## config.mk

```make
export PLATFORM = sky130hd
export DESIGN_NAME = debounce_bank
export DESIGN_NICKNAME = d
export VERILOG_FILES = /design/src/rtl/debounce_bank_pkg.sv /design/src/rtl/debounce_bank_channel.sv /design/src/rtl/debounce_bank.sv
export SDC_FILE = /design/constraint.sdc
export NUM_CORES = 1
export LEC_CHECK = 0
export BUFFER_PORTS_ARGS = -buffer_cell sky130_fd_sc_hd__buf_2
export CAP_MARGIN = 20
export CORE_ASPECT_RATIO = 0.6
export CORE_UTILIZATION = 35
export DETAILED_ROUTE_END_ITERATION = 12
export PLACE_DENSITY_LB_ADDON = 0.08
export SLEW_MARGIN = 20
export SYNTH_ARGS = -nofsm -noshare
export SYNTH_HDL_FRONTEND = slang
export SYNTH_SLANG_ARGS = --single-unit
```

## constraint.sdc

```tcl
create_clock -name clk -period 1.8 [get_ports clk]
set_clock_uncertainty 0.1 [all_clocks]
set_input_delay 0.09 -clock clk [delete_from_list [all_inputs] [get_ports clk]]
set_output_delay 0.09 -clock clk [all_outputs]
set_load 0.02 [all_outputs]
```

## src/rtl/debounce_bank_pkg.sv

```systemverilog
// rtl/debounce_bank_pkg.sv - shared constants and counter decision helper for debounce_bank
package debounce_bank_pkg;

    localparam int unsigned BOARD_CLK_HZ        = 100_000_000;
    // 10 ms worth of 100 MHz clocks; board tops pass this as STABLE_CYCLES.
    localparam int unsigned DEBOUNCE_10MS_TICKS = BOARD_CLK_HZ / 100;

    typedef enum logic [1:0] {
        CNT_CLEAR  = 2'd0,
        CNT_INC    = 2'd1,
        CNT_COMMIT = 2'd2
    } cnt_action_e;

    function automatic cnt_action_e cnt_action(
        input logic s,
        input logic level,
        input logic at_limit
    );
        if (s == level) begin
            return CNT_CLEAR;
        end else if (at_limit) begin
            return CNT_COMMIT;
        end else begin
            return CNT_INC;
        end
    endfunction

endpackage

```

## src/rtl/debounce_bank_channel.sv

```systemverilog
// rtl/debounce_bank_channel.sv - one debounce channel: synchroniser, stability counter, level and edge pulses
module debounce_channel
    import debounce_bank_pkg::*;
#(
    parameter int   SYNC_STAGES   = 2,
    parameter int   STABLE_CYCLES = 16,
    parameter logic RESET_VAL     = 1'b0
) (
    input  logic clk,
    input  logic rst_n,
    input  logic tick_en,
    input  logic din,
    output logic dout,
    output logic rise,
    output logic fall
);

    localparam int              CNT_W    = $clog2(STABLE_CYCLES + 1);
    localparam logic [CNT_W-1:0] CNT_LAST = CNT_W'(STABLE_CYCLES - 1);

    logic [SYNC_STAGES-1:0] sync;
    logic [CNT_W-1:0]       cnt;
    logic                   s;
    cnt_action_e            action;

    assign s      = sync[SYNC_STAGES-1];
    assign action = cnt_action(s, dout, cnt == CNT_LAST);

    // The synchroniser runs every clock so tick_en never widens metastability exposure.
    always_ff @(posedge clk or negedge rst_n) begin
        if (!rst_n) begin
            sync <= {SYNC_STAGES{RESET_VAL}};
        end else begin
            sync <= {sync[SYNC_STAGES-2:0], din};
        end
    end

    always_ff @(posedge clk or negedge rst_n) begin
        if (!rst_n) begin
            cnt  <= '0;
            dout <= RESET_VAL;
            rise <= 1'b0;
            fall <= 1'b0;
        end else begin
            rise <= 1'b0;
            fall <= 1'b0;
            if (tick_en) begin
                unique case (action)
                    CNT_CLEAR: cnt <= '0;
                    CNT_INC:   cnt <= cnt + CNT_W'(1);
                    CNT_COMMIT: begin
                        cnt  <= '0;
                        dout <= s;
                        rise <= s;
                        fall <= ~s;
                    end
                    default:   cnt <= '0;
                endcase
            end
        end
    end

endmodule

```

## src/rtl/debounce_bank.sv

```systemverilog
// rtl/debounce_bank.sv - WIDTH independent debounce channels with rise/fall pulses
module debounce_bank
    import debounce_bank_pkg::*;
#(
    parameter int               WIDTH         = 4,
    parameter int               SYNC_STAGES   = 2,
    parameter int               STABLE_CYCLES = 16,
    parameter logic [WIDTH-1:0] RESET_VAL     = '0
) (
    input  logic             clk,
    input  logic             rst_n,
    input  logic             tick_en,
    input  logic [WIDTH-1:0] din,
    output logic [WIDTH-1:0] dout,
    output logic [WIDTH-1:0] rise,
    output logic [WIDTH-1:0] fall
);

    if (WIDTH < 1) begin : g_bad_width
        $error("debounce_bank: WIDTH must be >= 1");
    end
    if (SYNC_STAGES < 2) begin : g_bad_sync
        $error("debounce_bank: SYNC_STAGES must be >= 2");
    end
    if (STABLE_CYCLES < 1) begin : g_bad_stable
        $error("debounce_bank: STABLE_CYCLES must be >= 1");
    end

    for (genvar i = 0; i < WIDTH; i++) begin : g_ch
        debounce_channel #(
            .SYNC_STAGES   (SYNC_STAGES),
            .STABLE_CYCLES (STABLE_CYCLES),
            .RESET_VAL     (RESET_VAL[i])
        ) u_ch (
            .clk     (clk),
            .rst_n   (rst_n),
            .tick_en (tick_en),
            .din     (din[i]),
            .dout    (dout[i]),
            .rise    (rise[i]),
            .fall    (fall[i])
        );
    end

endmodule

```

==> results of run 1 <==
==> synth_stat cells (2+ instances only) <==
master,n,area [µm²]
dfrtp_1,40,1001
buf_4,13,97.59
nand2_1,9,33.78
ha_1,8,100.1
mux2_2,8,90.09
nor2b_1,8,50.05
nor3b_1,8,60.06
inv_1,6,22.52
o2bb2ai_1,6,52.55
a22o_1,5,43.79
and3_1,5,31.28
nor3_1,5,25.02
o31ai_1,4,30.03
mux2i_1,3,30.03
nand2b_1,3,18.77
nand3_1,3,15.01
o22ai_1,3,18.77
or2_2,3,18.77
xnor2_1,3,26.28
buf_2,2,10.01
==> stage by stage <==
| stage | cell area, µm² | power, mW | hold WS, ns | setup slack, ns |
|---|---|---|---|---|
| after global routing | 2073 | 1.905 | 0.2059 | 0.01522 |
| after global placement | 1898 | 1.170 | 0.07200 | 0.08285 |
| final | 2073 | 1.794 | 0.1924 | 0.07648 |
| after floorplan | 1827 | 1.124 | -0.3056 | 0.1240 |
| after CTS | 2041 | 1.820 | 0.1751 | 0.004739 |
| after detailed placement | 1898 | 1.182 | 0.08697 | 0.03869 |
==> logic make-up (layout without fill, tap and decap cells) <==
| family | count (synthesis) | count (layout) | synth area share |
|---|---|---|---|
| adder cells (fa/ha/maj) | 8 | 8 | 0.05480 |
| flip-flops | 40 | 40 | 0.5479 |
| AND/OR/NAND/NOR | 44 | 44 | 0.1384 |
| XOR/XNOR | 4 | 4 | 0.02329 |
| multiplexers | 11 | 11 | 0.06576 |
| buffers and inverters | 22 | 40 | 0.07397 |
| AO/OA/AOI/OAI | 21 | 21 | 0.09589 |
==> what timing repair did <==
action / 4_1_cts / 5_1_grt
endpoints found under the hold margin: 44 / 0
resized for setup: 0 / 7
buffers inserted: 0 / 1
setup endpoints to repair: 0 / 12
hold buffers: 5 / 0
==> per-layer routing <==
layer	vias up	global-route usage
met5	-	0
met4	0	0.04545
met3	5	0.06299
met2	9	0.2061
met1	543	0.1714
li1	551	-
==> power by group through the flow <==
stage               clock network, mW  logic [mW]  registers [mW]
floorplan                           0       0.116            1.01
global placement                    0       0.153            1.02
detailed placement                  0       0.162            1.02
CTS                             0.645       0.171            1.00
global route                    0.691       0.202            1.01
finish                          0.616       0.173            1.00
==> final cells by class <==
| class | count | area [µm²] |
|---|---|---|
| flip-flops and latches | 40 | 1001 |
| inverters | 6 | 22.52 |
| multi-input cells | 88 | 715.7 |
| fillers | 444 | 2705 |
| clock buffers | 6 | 82.58 |
| well taps | 63 | 78.83 |
| repair buffers | 26 | 162.7 |
| clock inverters | 2 | 10.01 |
==> worst register-to-register path, stage by stage (launching register included) <==
cell       delay (ns)
dfrtp_1          0.41
ha_1             0.23
and3_1           0.19
ha_1             0.22
or2_2            0.34
o2bb2ai_1        0.17
==> flip-flops by register name (all words and copies together) (netlist names) <==
signal / flops
g_ch.u_ch.rise: 4
g_ch.u_ch.fall: 4
g_ch.u_ch.cnt: 20
g_ch.u_ch.dout: 4
g_ch.u_ch.sync: 8
==> final timing paths <==
kind / to / slack, ns / cells past startpoint
hold / removal: g_ch[0].u_ch.cnt[1] / 0.19 / 4
min in group asynchronous: g_ch[1].u_ch.cnt[1] / 0.28 / 3
max in group asynchronous: g_ch[2].u_ch.rise / 0.96 / 3
hold reg to reg: g_ch[3].u_ch.sync[1] / 0.25 / 0
setup / recovery: g_ch[1].u_ch.cnt[1] / 0.08 / 5
setup reg to reg: g_ch[1].u_ch.cnt[1] / 0.08 / 5
==> results_dict.tcl, run 1 <==
set metrics [dict create \
    power_leakage_nw 1.000 \
    yosysSeqAreaShare 0.5479 \
    crit_chain "ha_1 > and3_1 > ha_1 > or2_2 > o2bb2ai_1" \
    gp_congestion 0.7242 \
    max_cap_viol_count 0 \
    pwr-share-comb 0.097 \
    detail_route.wl_per_cell_um 13.23 \
    vias 1108 \
    wl_met1_mm 1.457 \
    r2r-start "g_ch[1].u_ch.cnt[0]" \
    required_ns 1.92 \
    ys_ff_latch 40 \
    cp-startpoint "g_ch[1].u_ch.cnt[0]" \
    synth_edf_count 0 \
    hp-start "tick_en" \
    synth_flop_cell "dfrtp_1" \
    ir_worst_vdd_mv 0.4020 \
    finalHoldViolations 0 \
    cp_slowest_cell "dfrtp_1" \
    antenna_cells 0 \
    port_buffers 18 \
    hpwl_mm 2.022 \
    final_core_util 0.4339 \
    fin_crit_ns 1.724 \
    drive_gt1_frac 0.2917 \
    grt_pass1_wl_mm 5.451 \
    status "finished, final reports clean" \
    antenna_found_initial 0 \
    tritoncts.num_buffers 5 \
    drt_iter0_markers 24 \
    internal-power_mw 1.347 \
    hold_class "input pin to register" \
    dp_cells 217 \
    netlist_instances 150 \
    clkTransAtPathRegs_ns 0.08 \
    synth_area_um2 1827 \
    synth_warnings 0 \
    power_switching_share 0.2492 \
    wl_met3_um 117 \
    die_w_um 95.27 \
    ys_types 25 \
    grt_pass1_vias 1118 \
    final_common_cell "dfrtp_1" \
    htree_levels 2 \
    fin_cells 231 \
    antenna_left 0 \
    wl_met2_mm 1.442 \
    cts_tree "done" \
    cp_top_family "simple AND/OR/NAND/NOR gates" \
    final.setup.tns_ns 0 \
    fmax_mhz 580.2 \
    crit_arrival_ns 1.84 \
    async_flop_share 1.000 \
    slowest_delay_ns 0.41 \
    area_delta_synth_final_pct 13.49 \
    wl_mm 3.057 \
    drtPass1Iterations 3 \
    clkLatencyLatePin_ns 0.30 \
    top_layer "met4" \
    grt_max_degree 41 \
    design.final.nets 182 \
    power_switching_uw 447.0 \
    clock_path_buffers 2 \
    finalSetupViolCount 0 \
    period_share 0.9575 \
    core_um2 4778 \
    crit_top_cell "ha_1" \
    die-area_um2 5522 \
    drc_errors 0 \
    worstSetupEndpointType "register" \
    ios 19 \
    p_per_area_nw_per_um2 865.2 \
    slew_violations 0 \
    syn_area_per_cell_um2 12.18 \
    start_util 0.3823 \
    seq_power_share 0.560 \
    rsz0062_at_grt "no" \
    grtUsageTotal 0.1356 \
    clock_sink_count 40 \
    overflow 0 \
    clockPowerShare 0.344 \
    syn_nets 165 \
    cp_max_fo 4 \
    criticalPathCategory "register to register" \
    num_rows 19 \
    die_y_um 57.96 \
    cts-root-buf "clkbuf_8" \
    tightest_slew_ns 0.5486 \
    routed_via_density 4.797 \
    start_kind "register" \
    cp_num_buf_inv 0 \
    final_cell_mix "dfrtp_1, buf_2" \
    slew_headroom 0.6339 \
]
(Power assumes the default switching activity.)
==> inputs of run 2 (changes only) <==
--- a/config.mk
+++ b/config.mk
@@ -8,7 +8,7 @@
 export BUFFER_PORTS_ARGS = -buffer_cell sky130_fd_sc_hd__buf_2
 export CAP_MARGIN = 20
 export CORE_ASPECT_RATIO = 0.6
-export CORE_UTILIZATION = 35
+export CORE_UTILIZATION = 55
 export DETAILED_ROUTE_END_ITERATION = 12
 export PLACE_DENSITY_LB_ADDON = 0.08
 export SLEW_MARGIN = 20
==> constraint.sdc (replaced) <==
create_clock -name clk -period 1.65 [get_ports clk]
set_clock_uncertainty 0.1 [all_clocks]
set_input_delay 0.0825 -clock clk [delete_from_list [all_inputs] [get_ports clk]]
set_output_delay 0.0825 -clock clk [all_outputs]
set_load 0.02 [all_outputs]
==> run 2 against run 1 <==
Compared with the run above:
- clock-buffer cell count grew 1
- hold slack gained 0.016 ns
- highest routed layer unchanged
- core utilization grew 30 points
- sequential share of layout area shrank 2.9 points
- global-route usage grew 6.7 points
- flip-flop and latch count is the same
- largest cell class unchanged
- cell count shrank 4.8%
==> results_dict.tcl, run 2 (synthesis results as in run 1) <==
set metrics [dict create \
    routed_via_density 5.409 \
    antenna_found_initial 0 \
    ios 19 \
    cts_tree "done" \
    hold_path_depth 3 \
    detail_route.wl_per_cell_um 14.99 \
    dp_cells 204 \
    clock_sink_count 40 \
    drc_errors 0 \
    clkLatencyLatePin_ns 0.29 \
    reg.largest.list "g_ch.u_ch.cnt x20, g_ch.u_ch.sync x8" \
    largest-register "g_ch.u_ch.cnt" \
    criticalPathCategory "register to register" \
    drt_iter0_markers 58 \
    tightest_slew_ns 0.6124 \
    die_w_um 76.40 \
    fmax_mhz 616.5 \
    worst_r2r_endpoint "g_ch[3].u_ch.cnt[2]" \
    largest_reg_flops 20 \
    final_common_cell "dfrtp_1" \
    period_share 0.9831 \
    final.setup.tns_ns 0 \
    tritoncts.num_buffers 5 \
    final_cell_mix "dfrtp_1, buf_2, buf_4" \
    grtUsageTotal 0.2025 \
    drive_gt1_frac 0.3989 \
    grt_pass1_wl_mm 5.216 \
    p_per_area_nw_per_um2 917.3 \
    num_rows 15 \
    hpwl_mm 2.066 \
    rr_worst_depth 5 \
    fin_cells 220 \
    finalSetupViolCount 0 \
    drtPass1Iterations 4 \
    antenna_left 0 \
    max_cap_viol_count 0 \
    gp_congestion 0.9118 \
    slew_violations 0 \
    rrSetupSlack_ns 0.03 \
    rsz0062_at_grt "no" \
    worst_slack_ns 0.02785 \
    power_leakage_nw 1.045 \
    port_buffers 18 \
    grt_max_degree 29 \
    grt_pass1_vias 1148 \
    hp-start "tick_en" \
    final_core_util 0.7338 \
    clock_path_buffers 2 \
    crit_arrival_ns 1.75 \
    status "finished, final reports clean" \
    worstSetupEndpointType "register" \
    slew_headroom 0.5913 \
    htree_levels 2 \
    die-area_um2 3563 \
    hold_path_end "g_ch[3].u_ch.cnt[1]" \
    r2r-start "g_ch[3].u_ch.cnt[0]" \
    antenna_cells 0 \
    finalHoldViolations 0 \
    overflow 0 \
    die_y_um 46.64 \
    area_delta_synth_final_pct 20.62 \
    post-place-ws_ns -0.05177 \
    design.final.nets 192 \
    hold_class "input pin to register" \
    cts-root-buf "clkbuf_8" \
    core_um2 3003 \
    required_ns 1.78 \
    clkTransAtPathRegs_ns 0.08 \
    vias 1190 \
    ir_worst_vdd_mv 0.7167 \
    start_kind "register" \
    wl_mm 3.298 \
    fin_crit_ns 1.622 \
    cp_max_fo 7 \
    start_util 0.6083 \
]
==> run 2: changes by cell type in the layout (fill, tap and decap cells not counted), moves of 3 or more <==
cell,before,now
or2_4,0,3
ha_1,5,1
o2bb2ai_1,6,3
nand2_2,1,4
buf_4,3,13
nand2_1,8,5
or2_2,3,0
o2bb2ai_2,0,3
==> run 2: final cells by class <==
type	count	area (µm²)
Sequential cell	40	1001
Fill cell	205	799.5
Multi-Input combinational cell	88	795.8
Timing Repair Buffer	36	237.7
Clock buffer	7	86.33
Tap cell	42	52.55
Inverter	6	22.52
Clock inverter	1	7.507
==> run 2: critical path, cell delays in order (launching register included) <==
cell,delay [ns]
dfrtp_1,0.40
ha_2,0.21
and3_4,0.19
ha_4,0.19
nor3_1,0.28
a22o_1,0.20
==> run 2: worst max-delay path by stage <==
stage / startpoint / to / slack, ns / depth (start not counted)
after CTS: g_ch[2].u_ch.cnt[0] / g_ch[2].u_ch.dout / 0.004 / 5
final: g_ch[3].u_ch.cnt[0] / g_ch[3].u_ch.cnt[2] / 0.03 / 5
after floorplan: g_ch[3].u_ch.cnt[0] / g_ch[3].u_ch.dout / 0.03 / 5
after global placement: g_ch[0].u_ch.cnt[0] / g_ch[0].u_ch.dout / 0.0007 / 5
after global routing: g_ch[0].u_ch.cnt[0] / g_ch[0].u_ch.dout / 0.0006 / 5
after detailed placement: g_ch[1].u_ch.cnt[0] / g_ch[1].u_ch.cnt[4] / -0.05 / 5
==> run 2: timing repair <==
| item | 4_1_cts | 5_1_grt |
|---|---|---|
| setup endpoints to repair | 16 | 22 |
| hold endpoints to repair | 30 | 0 |
| buffers inserted | 3 | 0 |
| pin swaps | 0 | 0 |
| hold buffers | 5 | 0 |
| gates resized for setup | 12 | 12 |
==> run 2: stage by stage <==
stage	power, mW	hold WS [ns]	instance area, µm²
final	2.021	0.2085	2203
after global routing	2.101	0.2331	2203
after CTS	2.018	0.1935	2151
after detailed placement	1.320	0.02422	1934
after global placement	1.297	0.01725	1934
after floorplan	1.226	-0.3131	1829
==> run 2: metal layers <==
metal  global-route usage  wire length (µm)  vias up
met4              0.08077                31        0
met2               0.3604              1655       20
li1                     -                 -      570
met5                    0                 0        -
met3              0.05545               109        4
met1               0.2437              1501      596
==> run 2: power breakdown <==
part	switching [mW]	leakage [nW]	internal [mW]	total, mW
Clock	0.324	0.0445	0.339	0.664
Sequential	0.0549	0.529	1.04	1.10
Combinational	0.126	0.471	0.136	0.262
Total	0.505	1.05	1.52	2.02
==> inputs of run 3 (changes only) <==
==> constraint.sdc (replaced) <==
create_clock -name clk -period 1.5 [get_ports clk]
set_clock_uncertainty 0.1 [all_clocks]
set_input_delay 0.075 -clock clk [delete_from_list [all_inputs] [get_ports clk]]
set_output_delay 0.075 -clock clk [all_outputs]
set_load 0.02 [all_outputs]
==> run 3 against run 2 <==
Compared with the run above:
- the run now ends with negative setup slack left
- cell area grew 14%
- sequential share of layout area shrank 5.7 points
- core utilization increased by 11 points
- register-to-register slack got worse by 0.10 ns
- via count up 8.1%
- critical path depth up 1
- hold slack worse by 0.022 ns
- worst setup slack lost 0.10 ns
- sequential power is 10% higher
- clock-buffer cell count unchanged
- critical endpoint is now g_ch[3].u_ch.cnt[0]
- largest cell class unchanged
==> results_dict.tcl, run 3 (synthesis results as in run 1) <==
set metrics [dict create \
    status "complete, but fails checks" \
    violations "negative setup slack" \
    largest_reg_flops 20 \
    core_um2 3003 \
    wl_mm 4.057 \
    slew_headroom 0.4595 \
    hold_path_depth 3 \
    required_ns 1.58 \
    hold_class "input pin to register" \
    design.final.nets 206 \
    clock_path_buffers 2 \
    die_y_um 46.64 \
    area_delta_synth_final_pct 38.08 \
    cts-root-buf "clkbuf_8" \
    rr_worst_depth 6 \
    start_util 0.6083 \
    port_buffers 18 \
    die_w_um 76.40 \
    antenna_cells 0 \
    routed_via_density 5.519 \
    clkTransAtPathRegs_ns 0.08 \
    die-area_um2 3563 \
    ios 19 \
    period_share 1.051 \
    finalHoldViolations 0 \
    fmax_mhz 634.1 \
    holdWs_ns 0.1863 \
    final_common_cell "dfrtp_1" \
    antenna_found_initial 0 \
    finalSetupViolCount 18 \
    grt_max_degree 41 \
    vias 1286 \
    reg.largest.list "g_ch.u_ch.cnt x20, g_ch.u_ch.sync x8" \
    drc_errors 0 \
    grt_pass1_wl_mm 5.920 \
    slew_violations 0 \
    num_rows 15 \
    gp_congestion 0.8074 \
    fin_crit_ns 1.577 \
    overflow 0 \
    crit_arrival_ns 1.66 \
    largest-register "g_ch.u_ch.cnt" \
    rsz0062_at_grt "yes" \
    antenna_left 0 \
    tightest_slew_ns 0.8098 \
    max_cap_viol_count 0 \
    grtUsageTotal 0.2284 \
    ir_worst_vdd_mv 0.7293 \
    power_leakage_nw 1.189 \
    p_total_mw 2.383 \
    grt_pass1_vias 1222 \
    start_kind "register" \
    final_cell_mix "dfrtp_1, buf_4, buf_2" \
    drive_gt1_frac 0.5340 \
    criticalPathCategory "register to register" \
    worstSetupEndpointType "register" \
    detail_route.wl_per_cell_um 17.41 \
    hpwl_mm 2.252 \
    cts_tree "done" \
    p_per_area_nw_per_um2 944.8 \
    cp_max_fo 5 \
    htree_levels 2 \
    drtPass1Iterations 4 \
    worst_slack_ns -0.07702 \
    clock_sink_count 40 \
    tritoncts.num_buffers 5 \
    clkLatencyLatePin_ns 0.30 \
    n_fill_cell 152 \
    drt_iter0_markers 104 \
]
==> run 3: worst paths after layout <==
path,slack [ns],endpoint,start
min in group asynchronous,0.25,g_ch[2].u_ch.cnt[1],rst_n
max in group asynchronous,0.70,g_ch[3].u_ch.cnt[3],rst_n
hold reg to reg,0.25,g_ch[3].u_ch.sync[1],g_ch[3].u_ch.sync[0]
setup / recovery,-0.08,g_ch[3].u_ch.cnt[0],g_ch[3].u_ch.cnt[1]
setup reg to reg,-0.08,g_ch[3].u_ch.cnt[0],g_ch[3].u_ch.cnt[1]
hold / removal,0.19,g_ch[3].u_ch.cnt[1],tick_en
==> run 3: through the flow <==
stage	area, µm²	utilization	setup WS (ns)	setup TNS, ns	cells
6_report	2522	0.8400	-0.07702	-0.6705	233
5_1_grt	2522	0.8400	-0.1288	-2.039	233
4_1_cts	2364	0.7871	-0.04476	-0.2754	229
3_5_place_dp	2067	0.6883	-0.09056	-0.9043	211
3_3_place_gp	2067	0.6883	-0.04095	-0.2210	211
2_1_floorplan	1909	-	-0.02538	-0.02538	150
==> run 3: area by class of cell <==
| cell class | instances | area (µm²) | area share |
|---|---|---|---|
| Inverter | 6 | 22.52 | 0.008929 |
| Sequential cell | 40 | 1001 | 0.3968 |
| Timing Repair Buffer | 50 | 366.6 | 0.1453 |
| Multi-Input combinational cell | 88 | 983.4 | 0.3899 |
| Tap cell | 42 | 52.55 | 0.02083 |
| Clock buffer | 7 | 96.34 | 0.03819 |
==> run 3: where the power goes <==
group / leakage [nW] / switching, mW / internal (mW) / total, mW
sequential: 0.529 / 0.0666 / 1.14 / 1.21
combinational: 0.610 / 0.174 / 0.216 / 0.390
clock: 0.0503 / 0.373 / 0.410 / 0.783
total: 1.19 / 0.613 / 1.77 / 2.38
==> run 3: what timing repair did <==
item	in CTS	in global routing
hold buffers	5	0
endpoints found under the setup margin	24	31
buffers inserted	6	4
resized for setup	18	21
hold endpoints to repair	44	0
pin swaps	7	10
==> run 3: critical path, cell delays in order, from the launching register on <==
cell	delay [ns]
dfrtp_1	0.37
ha_2	0.19
and3_4	0.19
ha_4	0.20
buf_12	0.13
nor3_4	0.03
mux2_4	0.26
==> run 3: routing by layer <==
layer	track usage	share of wire	vias to the layer above
met5	0	0	-
met4	0.05385	0.014	0
met3	0.06733	0.037	8
met2	0.3964	0.51	29
met1	0.2904	0.44	655
li1	-	-	594
